<file path="src/rtl/axi_lite_line_fetch.sv">
// -----------------------------------------------------------------------------
// axi_lite_line_fetch
//   AXI4-Lite read master that fills one cache line. It issues BEATS
//   sequential single-beat reads, with at most one AR/R pair outstanding at a
//   time, and assembles the returned words into a line buffer. When the line
//   is complete (or aborted on an error response) it pulses o_done for one
//   cycle.
//
//   Optional feature macro: AXI_LINE_FETCH_ERR_EN
//     defined   : a non-OKAY R response aborts the fetch. No data is stored for
//                 that beat, and o_done and o_error pulse together.
//     undefined : i_rresp is ignored and o_error is tied low.
//
// Ports
//   i_clk, i_arst  clock and synchronous active-high reset
//   i_req          line fetch request, sampled only while idle
//   i_base_addr    line address; the low log2(line bytes) bits are ignored
//   o_busy         high while the AR/R sequence is in progress
//   o_done         one-cycle completion (or abort) pulse
//   o_error        one-cycle pulse together with o_done on an error abort
//   o_line         line buffer; beat k is at [k*DATA_WIDTH +: DATA_WIDTH]
//   o_arvalid, o_araddr, i_arready           AXI read address channel
//   i_rvalid, i_rdata, i_rresp, o_rready     AXI read data channel
// -----------------------------------------------------------------------------
module axi_lite_line_fetch #(
  parameter int ADDR_WIDTH = 32,
  parameter int DATA_WIDTH = 32,
  parameter int BEATS      = 16
) (
  input  logic                          i_clk,
  input  logic                          i_arst,
  input  logic                          i_req,
  input  logic [ADDR_WIDTH-1:0]         i_base_addr,
  output logic                          o_busy,
  output logic                          o_done,
  output logic                          o_error,
  output logic [BEATS*DATA_WIDTH-1:0]   o_line,
  output logic                          o_arvalid,
  output logic [ADDR_WIDTH-1:0]         o_araddr,
  input  logic                          i_arready,
  input  logic                          i_rvalid,
  input  logic [DATA_WIDTH-1:0]         i_rdata,
  input  logic [1:0]                    i_rresp,
  output logic                          o_rready
);

  localparam int BEAT_W     = $clog2(BEATS);
  localparam int LINE_BYTES = BEATS * DATA_WIDTH / 8;

  localparam logic [ADDR_WIDTH-1:0] ALIGN_MASK = ~ADDR_WIDTH'(LINE_BYTES - 1);
  localparam logic [ADDR_WIDTH-1:0] BEAT_BYTES = ADDR_WIDTH'(DATA_WIDTH / 8);
  localparam logic [BEAT_W-1:0]     LAST_BEAT  = BEAT_W'(BEATS - 1);

  typedef enum logic [1:0] {
    S_IDLE,
    S_ADDR,
    S_DATA,
    S_DONE
  } state_t;

  state_t                        r_state;
  state_t                        w_next;
  logic [BEAT_W-1:0]             r_beat;
  logic [ADDR_WIDTH-1:0]         r_araddr;
  logic [BEATS*DATA_WIDTH-1:0]   r_line;
  logic                          w_r_err;
  logic                          w_r_take;

`ifdef AXI_LINE_FETCH_ERR_EN
  logic r_error;

  assign w_r_err = (i_rresp != 2'b00);

  // The error flag is set on the aborting R handshake. DONE always follows
  // that handshake, so the flag lines up with o_done.
  always_ff @(posedge i_clk) begin
    if (i_arst) begin
      r_error <= 1'b0;
    end else begin
      r_error <= (r_state == S_DATA) && i_rvalid && w_r_err;
    end
  end

  assign o_error = r_error;
`else
  logic w_unused_rresp;

  assign w_unused_rresp = ^i_rresp;
  assign w_r_err        = 1'b0;
  assign o_error        = 1'b0;
`endif

  // A beat is stored only on a good R handshake in the DATA state.
  assign w_r_take = (r_state == S_DATA) && i_rvalid && !w_r_err;

  // NOTE: sequential state uses non-blocking assignments, so every flop in this
  // block samples pre-edge values and the order of statements does not matter.
  always_ff @(posedge i_clk) begin
    if (i_arst) begin
      r_state <= S_IDLE;
    end else begin
      r_state <= w_next;
    end
  end

  // NOTE: every output of this block gets a default first. Without the
  // defaults, paths that leave a signal unassigned would infer latches.
  always_comb begin
    w_next    = r_state;
    o_busy    = 1'b0;
    o_arvalid = 1'b0;
    o_rready  = 1'b0;
    o_done    = 1'b0;
    unique case (r_state)
      S_IDLE: begin
        if (i_req) w_next = S_ADDR;
      end
      S_ADDR: begin
        o_busy    = 1'b1;
        o_arvalid = 1'b1;
        if (i_arready) w_next = S_DATA;
      end
      S_DATA: begin
        o_busy   = 1'b1;
        o_rready = 1'b1;
        if (i_rvalid) begin
          w_next = (w_r_err || r_beat == LAST_BEAT) ? S_DONE : S_ADDR;
        end
      end
      S_DONE: begin
        o_done = 1'b1;
        w_next = S_IDLE;
      end
      default: w_next = S_IDLE;
    endcase
  end

  // Address, beat count and line buffer.
  // NOTE: the line buffer is a flop array and is reset explicitly. A reset has
  // to leave o_line at zero, so it cannot be treated as a reset-free RAM.
  always_ff @(posedge i_clk) begin
    if (i_arst) begin
      r_beat   <= '0;
      r_araddr <= '0;
      r_line   <= '0;
    end else begin
      case (r_state)
        S_IDLE: begin
          // Track the aligned base every idle cycle. The value captured on
          // the request edge is the one that gets used.
          r_araddr <= i_base_addr & ALIGN_MASK;
          r_beat   <= '0;
        end
        S_DATA: begin
          if (w_r_take) begin
            r_line[r_beat*DATA_WIDTH +: DATA_WIDTH] <= i_rdata;
            r_araddr <= r_araddr + BEAT_BYTES;
            // The last beat leads to DONE, so the counter is held there
            // rather than wrapping.
            if (r_beat != LAST_BEAT) r_beat <= r_beat + BEAT_W'(1);
          end
        end
        default: ;
      endcase
    end
  end

  assign o_araddr = r_araddr;
  assign o_line   = r_line;

endmodule
</file>
<file path="config.mk">
export PLATFORM = sky130hd
export DESIGN_NAME = axi_lite_line_fetch
export DESIGN_NICKNAME = d
export VERILOG_FILES = /design/src/rtl/axi_lite_line_fetch.sv
export SDC_FILE = /design/constraint.sdc
export NUM_CORES = 1
export LEC_CHECK = 0
export ABC_AREA = 0
export ABC_CLOCK_PERIOD_IN_PS = 5600
export BUFFER_PORTS_ARGS = -buffer_cell sky130_fd_sc_hd__buf_2
export CAP_MARGIN = 20
export CORE_AREA = 3 3 240 242
export CTS_CLUSTER_DIAMETER = 80
export DETAILED_ROUTE_END_ITERATION = 8
export DIE_AREA = 0 0 243 245
export SLEW_MARGIN = 20
export SYNTH_ARGS = -nofsm -noshare
export SYNTH_HDL_FRONTEND = slang
export SYNTH_SLANG_ARGS = --single-unit
</file>
<file path="constraint.sdc">
create_clock -name i_clk -period 5.6 [get_ports i_clk]
set_input_delay 0.56 -clock i_clk [delete_from_list [all_inputs] [get_ports i_clk]]
set_output_delay 0.56 -clock i_clk [all_outputs]
set_load 0.01 [all_outputs]
</file>
======== After elaboration in Yosys (flattened, before gate mapping) ========
Cells that the tools add are included.
W data, S select, Z words.
operators by class
  $add $sub $neg .......................... 3
  multiply operators ...................... 0
  div/mod/pow operators ................... 0
  order comparisons ....................... 0
  eq/ne operators ......................... 10
  shift-type cells ........................ 2
  mux-type cells .......................... 15
  bitwise operators ....................... 0
  reductions and logical operators ........ 8
operators with widths
  operator                     count
  $bwmux W512                  1
  $shift A32 B34 Y512 const A  1
  $shiftx A32 B34 Y512         1
  $pmux W32 S2                 1
  $neg A9 Y34                  1
  $add A32 B3 Y32 const B      1
  $mux W32                     1
  $mux W2                      4
  $mux W4                      2
  $ne A2 B2 Y1 const B         4
  $pmux W2 S4                  1
  $pmux W4 S2                  1
  $reduce_and A3 Y1            2
  $add A4 B1 Y4 const B        1
  $eq A2 B2 Y1 const B         2
  $eq A4 B4 Y1 const B         1
  $mux W1                      4
  $ne A4 B4 Y1 const B         1
  $reduce_and A2 Y1            2
  $eq A2 B1 Y1 const B         1
  $logic_not A2 Y1             1
  $ne A2 B1 Y1 const B         1
  $reduce_bool A2 Y1           1
  $reduce_or A2 Y1             1
  $logic_and A1 B1 Y1          1
storage, ports and cells
  flip-flop bits (word level) ............. 550
  bits in latches ......................... 0
  bits in writable memories ............... 0
  memory bits (read-only) ................. 0
  input bits .............................. 71
  logic and storage cells ................. 42
  memories kept ........................... 0

======== Depth between registers and ports, before layout ========
Gate-level depths: netlist (run 1).
  word-level depth ........................ 4
  mapped depth ............................ 11

======== Least setup slack after synthesis (run 1) ========
Ideal clock, no wire load.
  kind .................................... reg2reg
  start point ............................. register r_beat[2]
  end point ............................... register r_line[470] (netlist: o_line[470])
  library setup time ...................... 0.060 ns
  arrival ................................. 2.487 ns
  required time ........................... 5.540 ns
  path slack .............................. 3.053 ns
  cell stages (with the launch flop) ...... 12
  clock period less this slack ............ 2.547 ns
  path through ............................ dfxtp_1 -> buf_4 -> nor3_1 -> ha_1 -> buf_2 -> and3b_1 -> clkbuf_1 -> o21ai_1 -> buf_2 -> nor4_4 -> buf_4 -> a22o_1
on the way
  word-level cells in the longest chain between the ends .. 3
RTL lines
  element                                                             RTL line  RTL
  from (decl)                                                         63        logic [BEAT_W-1:0] r_beat;
  from (signal assigned)                                              160       if (r_beat != LAST_BEAT) r_beat <= r_beat + BEAT_W'(1);
  $neg A9 Y34 *                                                       156       r_line[r_beat*DATA_WIDTH +: DATA_WIDTH] <= i_rdata;
  $shiftx A32 B34 Y512 / $shift A32 B34 Y512 (equally long branches)  156
  $bwmux W512 *                                                       156
  to (signal, indexed assignment)                                     156
  to (decl)                                                           65        logic [BEATS*DATA_WIDTH-1:0] r_line;
Mark *: on every way between the ends. The rest lies on a longest branch, timed or not.
A chain may end at the register's enable or synchronous reset.

======== Worst setup path in the final report (run 1) ========
  start point ............................. register r_beat[0]
  end point ............................... register r_line[44] (netlist: o_line[44])
The elaborated chain is that of the path after synthesis.

==> summary.txt, run 1 <==
Run status
  • Status: finished clean

Setup path
  • CP startpoint kind: flop
  • Crit path max fanout: 32
  • Critical path's slowest cell: nand3_2
  • Crit end category: flop
  • Slowest stage delay, CP: 1.00 ns
  • CP cell instances: inv_1 -> ha_1 -> xnor2_2 -> nand3_2 -> a22oi_1 -> nor2_1
  • CP Class: reg -> reg
  • Crit path required time: around 6 ns
  • Worst path arrival time: approximately 4.4 ns

Layout
  • Area growth syn-to-layout: 24.7%
  • Nets@finish: approximately 3.0k
  • Antenna cells: 0
  • Filler cells: around 5.4k
  • Final Util: 0.481
  • Share of layout cells above drive strength 1: 0.261

Clock tree
  • Hold buffer count at CTS: 0
  • Clock root buffer: clkbuf_16
  • CTS tree: built
  • Post_cts resized: 0
  • Worst skew pair latency: about 0.64 ns
  • Clock tree sinks: 548
  • Clk slew on worst S/H paths: approximately 0.06 ns
  • CTS Buf Count: 58
  • H-tree levels: 2
  • Postcts setup bufs: 0
  • CTS max path bufs: 3

Logic synthesis
  • #FFs+latches synth: approximately 550
  • Cells after Synth: 2,550
  • Synth async-reset ratio: 0
  • Sequential share of the synthesized area: 0.514
  • Leading post-synthesis cells by cell area: dfxtp_1 (51%), a21oi_1 (9.5%), nand3_1 (8.7%)
  • Count of cell types in the netlist: roughly 60
  • Top cells by count, synth: dfxtp_1 (548), a21oi_1 (406), nand3_1 (369)
  • Mean Syn Cell Area: between 8 and 9 um^2
  • Ys Warns: 0
  • Top cell type's share of synthesized area: 0.514
  • Dominant synthesized flop cell: dfxtp_1
  • EDFF count, synth: 0
  • Synth area leader: dfxtp_1
  • Mapped cell area: 21,300 um^2
  • Most frequent cell after synthesis: dfxtp_1

Global routing
  • Global Route Usage Sum: 0.299
  • Vias in the first global route: 20.5k
  • GR Util met3: 0.0777
  • Initial antenna violation count: 1
  • Met1 Track Usage GR: 0.375
  • First-pass GRT wire length: roughly 140,000 um
  • Gr ovfl total: 0
  • Busiest layer in global routing: met2
  • Grt met2 use: 0.489
  • Largest net degree at the start of global routing: around 170

Flow run
  • MaxCap Viol Count: 0

Route
  • Routed len/inst: roughly 25 um
  • Vias: roughly 22k
  • Detailed router's first-iteration violation count: roughly 2.3k
  • Vias per std cell: just under 6
  • Remaining DRCs: 0
  • Post-Route WL: about 94,000 um
  • Drt first pass iters: 6
  • Antenna-violating nets left: 0

STA
  • Skew final: roughly 0.023 ns
  • Peak Freq: ~0.26 GHz
  • Slew @ Worst Pin: roughly 1.2 ns
  • Unrepaired setup endpoints after global routing: false
  • Headroom to the max-slew limit: 0.228
  • Final period utilization: 0.695
  • Slew Limit Fails: 0
  • Sum of negative setup slack: 0 ns
  • Endpoints failing setup: 0
  • Fin. Hold Viols: 0
  • Min cycle time layout: ~3.9 ns

Floorplanning
  • Die extent in x: about 240 um
  • Ports: slightly above 600
  • Die H: ~250 um
  • DIE AREA: 59,500 um^2
  • Num rows: 86
  • Initial Util: 0.386
  • Core area: roughly 55,000 um^2

Pwr
  • Clock share of power: 0.420
  • P per Cell Area: between 300 and 400 nW/um^2
  • Sequential Power Share: 0.442
  • Psw: between 0.002 and 0.003 W
  • Sw frac: 0.293
  • Int Power: around 0.0067 W
  • Leakage: roughly 11 nW
  • Maximum vdd drop: roughly 0.23 mV
  • Combinational power share: 0.138

Placement
  • Placer Congestion: slightly below 0.9
  • PortBufs: between 600 and 700
  • Detailed Place HPWL: between 60,000 and 70,000 um

Hold path
  • Worst min path class: in -> reg
-- worst max-delay path: cells and delay by family (launching register included) --
| kind | cells | cell delay [ns] |
|---|---|---|
| AND/OR/NAND/NOR | 2 | 1.07 |
| XOR/XNOR | 1 | 0.86 |
| flip-flops | 1 | 0.72 |
| AO/OA/AOI/OAI | 1 | 0.47 |
| adder cells (fa/ha/maj) | 1 | 0.40 |
| buffers and inverters | 1 | 0.19 |
-- through the flow --
step	cells	total power (W)	setup WS (ns)	area, um^2	hold WS [ns]
floorplan	2552	0.00501	3.05	21300	0.476
global placement	3642	0.00553	1.83	24600	0.437
detailed placement	3643	0.00556	1.74	24600	0.443
CTS	3745	0.00950	1.70	26600	0.171
global route	3746	0.00977	1.43	26600	0.196
finish	3746	0.00947	1.71	26600	0.205
-- final timing paths --
path | slack (ns) | cells after the start | to | from
worst min register to register | 0.45 | 2 | o_line[444] | o_line[444]
worst min-delay path | 0.21 | 3 | o_araddr[19] | i_base_addr[19]
worst max-delay path | 1.71 | 6 | o_line[44] | r_beat[0]
worst max register to register | 1.71 | 6 | o_line[44] | r_beat[0]
-- power groups by stage --
| stage | combinational [W] | sequential, W | clock [W] |
|---|---|---|---|
| final | 0.00131 | 0.00418 | 0.00398 |
| after CTS | 0.00130 | 0.00418 | 0.00402 |
| after detailed placement | 0.00130 | 0.00426 | 0 |
| after global placement | 0.00127 | 0.00425 | 0 |
| after floorplan | 0.000742 | 0.00427 | 0 |
| after global routing | 0.00140 | 0.00420 | 0.00417 |
-- registers in the layout (all words and copies together), names as in the netlist --
register / flops
o_araddr: 30
o_line: 512
r_beat: 4
r_state: 2
-- final cells by class --
class / instances / area [um^2] / share of cell area
clock inverters: 14 / 228 / 0.00856
clock buffers: 88 / 1730 / 0.0652
inverters: 12 / 45.0 / 0.00169
repair buffers: 658 / 3460 / 0.130
flip-flops and latches: 548 / 11000 / 0.412
multi-input cells: 1678 / 9230 / 0.347
well taps: 748 / 936 / 0.0352
-- placed cells by master, fill, tap and decap left out, drive strengths merged, types with 22 or more instances in the layout --
cell type  instances
nand2            195
nand4             53
nand3b            22
a21oi            408
buf              657
nor2              70
nor3              27
o21ai            248
nand3            369
clkbuf            89
dfxtp            548
a22oi             42
a22o              54
-- cell families (layout without fill, tap and decap cells) --
kind of cell / after synthesis / in the layout / share of synthesized area
other: 1 / 3 / 0.000176
multiplexers: 2 / 2 / 0.000939
XOR/XNOR: 6 / 6 / 0.00282
adder cells (fa/ha/maj): 10 / 10 / 0.00587
buffers and inverters: 326 / 772 / 0.0602
AND/OR/NAND/NOR: 821 / 821 / 0.192
AO/OA/AOI/OAI: 836 / 836 / 0.224
flip-flops: 548 / 548 / 0.514
-- layer usage --
metal	wire, um	part of all wire
met5	0	0
met4	4640	0.049
met3	9350	0.10
met2	43300	0.46
met1	36700	0.39
Power figures use the tool's default switching activity.
==> run 2, diff against run 1 <==
--- a/config.mk
+++ b/config.mk
@@ -5,14 +5,15 @@
 export SDC_FILE = /design/constraint.sdc
 export NUM_CORES = 1
 export LEC_CHECK = 0
-export ABC_AREA = 0
-export ABC_CLOCK_PERIOD_IN_PS = 5600
+export ABC_AREA = 1
+export ABC_CLOCK_PERIOD_IN_PS = 3500
 export BUFFER_PORTS_ARGS = -buffer_cell sky130_fd_sc_hd__buf_2
 export CAP_MARGIN = 20
-export CORE_AREA = 3 3 240 242
+export CORE_AREA = 3 3 238 240
 export CTS_CLUSTER_DIAMETER = 80
 export DETAILED_ROUTE_END_ITERATION = 8
-export DIE_AREA = 0 0 243 245
+export DIE_AREA = 0 0 241 243
+export PLACE_DENSITY = 0.73
 export SLEW_MARGIN = 20
 export SYNTH_ARGS = -nofsm -noshare
 export SYNTH_HDL_FRONTEND = slang
==> constraint.sdc (replaced) <==
create_clock -name i_clk -period 3.5 [get_ports i_clk]
set_input_delay 0.35 -clock i_clk [delete_from_list [all_inputs] [get_ports i_clk]]
set_output_delay 0.35 -clock i_clk [all_outputs]
set_load 0.01 [all_outputs]
==> summary.txt, run 2 <==
STA
  • Peak Freq: 0.351 GHz
  • Final period utilization: 0.815
  • Endpoints failing setup: 0
  • Min cycle time layout: around 2.9 ns
  • Slew Limit Fails: 0
  • Fin. Hold Viols: 0
  • Unrepaired setup endpoints after global routing: false
  • Skew final: about 0.018 ns
  • Slew @ Worst Pin: 0.947 ns
  • Sum of negative setup slack: 0 ns
  • Headroom to the max-slew limit: 0.368
  • Worst Slack Setup Final: ~0.65 ns

Logic synthesis
  • Mapped cell area: roughly 25,000 um^2
  • Count of cell types in the netlist: 33
  • Top cell type's share of synthesized area: 0.437
  • Sequential share of the synthesized area: 0.437
  • Dominant synthesized flop cell: dfxtp_1
  • EDFF count, synth: 0
  • Mean Syn Cell Area: 6.82 um^2
  • Top cells by count, synth: nand2_1 (669), nor2_1 (582), dfxtp_1 (548)
  • Leading post-synthesis cells by cell area: dfxtp_1 (44%), nand3_1 (10%), nand2_1 (10%)
  • Synth async-reset ratio: 0
  • #FFs+latches synth: 548
  • Ys Warns: 0
  • Most frequent cell after synthesis: nand2_1
  • Cells after Synth: between 3k and 4k
  • Synth area leader: dfxtp_1

Pwr
  • Clock share of power: 0.301
  • P per Cell Area: 672 nW/um^2
  • Psw: approximately 0.009 W
  • Sw frac: 0.450
  • Sequential Power Share: 0.329
  • Maximum vdd drop: about 1.1 mV
  • Int Power: roughly 0.011 W
  • Leakage: ~14 nW
  • Combinational power share: 0.369

Layout
  • Share of layout cells above drive strength 1: 0.192
  • Nets@finish: around 4.2k
  • Commonest non-fill, non-tap cells in the layout: nand2_1 (668), buf_2 (607), nor2_1 (579)
  • Most common cell after layout, fill and taps aside: nand2_1
  • Area growth syn-to-layout: 20.5%
  • Max reg flops: around 510

Clock tree
  • Hold buffer count at CTS: 0
  • Clock root buffer: clkbuf_16
  • Clk slew on worst S/H paths: about 0.060 ns
  • CTS Buf Count: between 50 and 60
  • CTS max path bufs: 3
  • Worst skew pair latency: about 0.61 ns
  • CTS tree: built
  • Postcts setup bufs: 0
  • Post_cts resized: 0
  • H-tree levels: 2
  • Clock tree sinks: between 500 and 600

Floorplanning
  • DIE AREA: a little under 60,000 um^2
  • Initial Util: 0.457
  • Num rows: 86
  • Core area: roughly 55,000 um^2
  • Die extent in x: approximately 240 um
  • Die H: 243 um
  • Ports: 620

Hold path
  • Worst min path class: in -> reg

Route
  • Drt first pass iters: 6
  • Routed len/inst: about 22 um
  • Vias per std cell: around 5.7
  • Remaining DRCs: 0
  • Detailed router's first-iteration violation count: 3,469
  • Vias: about 28k
  • Antenna-violating nets left: 0
  • Post-Route WL: 104,000 um

Placement
  • Detailed Place HPWL: between 70,000 and 80,000 um
  • PortBufs: approximately 610
  • Pre-CTS setup slack: 0.711 ns
  • Placer Congestion: slightly above 0.9

Setup path
  • Crit end category: flop
  • CP cell instances: inv_1 -> ha_4 -> nand3_2 -> nand3_2 -> inv_4 -> nand3_1 -> nor2_4 -> buf_4 -> inv_1 -> nand2_1 -> a21oi_1
  • Worst path arrival time: approximately 3.3 ns
  • CP Class: reg -> reg
  • Critical path's slowest cell: buf_4
  • CP startpoint kind: flop
  • Slowest stage delay, CP: 0.44 ns
  • Crit path required time: approximately 4.0 ns
  • Crit path max fanout: 53

Run status
  • Status: finished clean

Global routing
  • Global Route Usage Sum: 0.338
  • Initial antenna violation count: 2
  • First-pass GRT wire length: between 150,000 and 200,000 um
  • Vias in the first global route: roughly 24k
  • Largest net degree at the start of global routing: 196
  • Gr ovfl total: 0

Flow run
  • MaxCap Viol Count: 0
run 2: cells by family (layout without fill, tap and decap cells):
group | count (synthesis) | after routing | synth area share
AND/OR/NAND/NOR | 1994 | 1994 | 0.343
buffers and inverters | 587 | 1036 | 0.0923
adder cells (fa/ha/maj) | 10 | 10 | 0.00499
flip-flops | 548 | 548 | 0.437
other | 1 | 4 | 0.000150
AO/OA/AOI/OAI | 538 | 538 | 0.123
run 2: final timing paths:
path / to / slack (ns) / cells after the start / from
setup / recovery: o_line[274] / 0.65 / 11 / r_beat[1]
hold / removal: o_araddr[9] / 0.04 / 3 / i_base_addr[9]
setup reg to reg: o_line[274] / 0.65 / 11 / r_beat[1]
hold reg to reg: o_line[352] / 0.46 / 2 / o_line[352]
run 2: power by group through the flow:
stage / combinational [W] / clock (W) / sequential (W)
after global placement: 0.00723 / 0 / 0.00681
final: 0.00749 / 0.00612 / 0.00668
after global routing: 0.00784 / 0.00642 / 0.00670
after floorplan: 0.00470 / 0 / 0.00680
after CTS: 0.00725 / 0.00617 / 0.00667
after detailed placement: 0.00723 / 0 / 0.00681
run 2: metrics by stage:
stage	cell area, um^2	instances	utilization	power (W)	hold slack (ns)
finish	30200	4834	0.550	0.0203	0.0369
global route	30200	4833	0.550	0.0210	0.0434
detailed placement	28300	4725	0.516	0.0140	0.452
global placement	28300	4725	0.516	0.0140	0.450
CTS	30200	4833	0.550	0.0201	0.00144
floorplan	25100	3680	-	0.0115	0.472
run 2: layout make-up:
type | count | area (um^2)
diodes | 1 | 2.50
repair buffers | 669 | 3590
fillers | 5442 | 24700
well taps | 704 | 881
multi-input cells | 2545 | 11900
flip-flops and latches | 548 | 11000
clock buffers | 90 | 1720
inverters | 259 | 992
clock inverters | 18 | 158
run 2: metal layers:
layer  wire length (um)  global-route usage  part of all wire  vias up
li1                   -                   -                 -    12900
met1              41300               0.456              0.40    12700
met2              45100               0.499              0.43     1617
met3              11900              0.0828              0.11      308
met4               6220               0.179             0.060        2
met5                 10                   0          0.000096        -
run 2: critical path: cells and delay by family, from the launching register on:
| kind | cells | cell delay, ns |
|---|---|---|
| AOI/OAI and AO/OA | 1 | 0.06 |
| adders and majority gates | 1 | 0.20 |
| buffers and inverters | 4 | 1.19 |
| DFF | 1 | 0.43 |
| and+or+nand+nor | 5 | 0.82 |
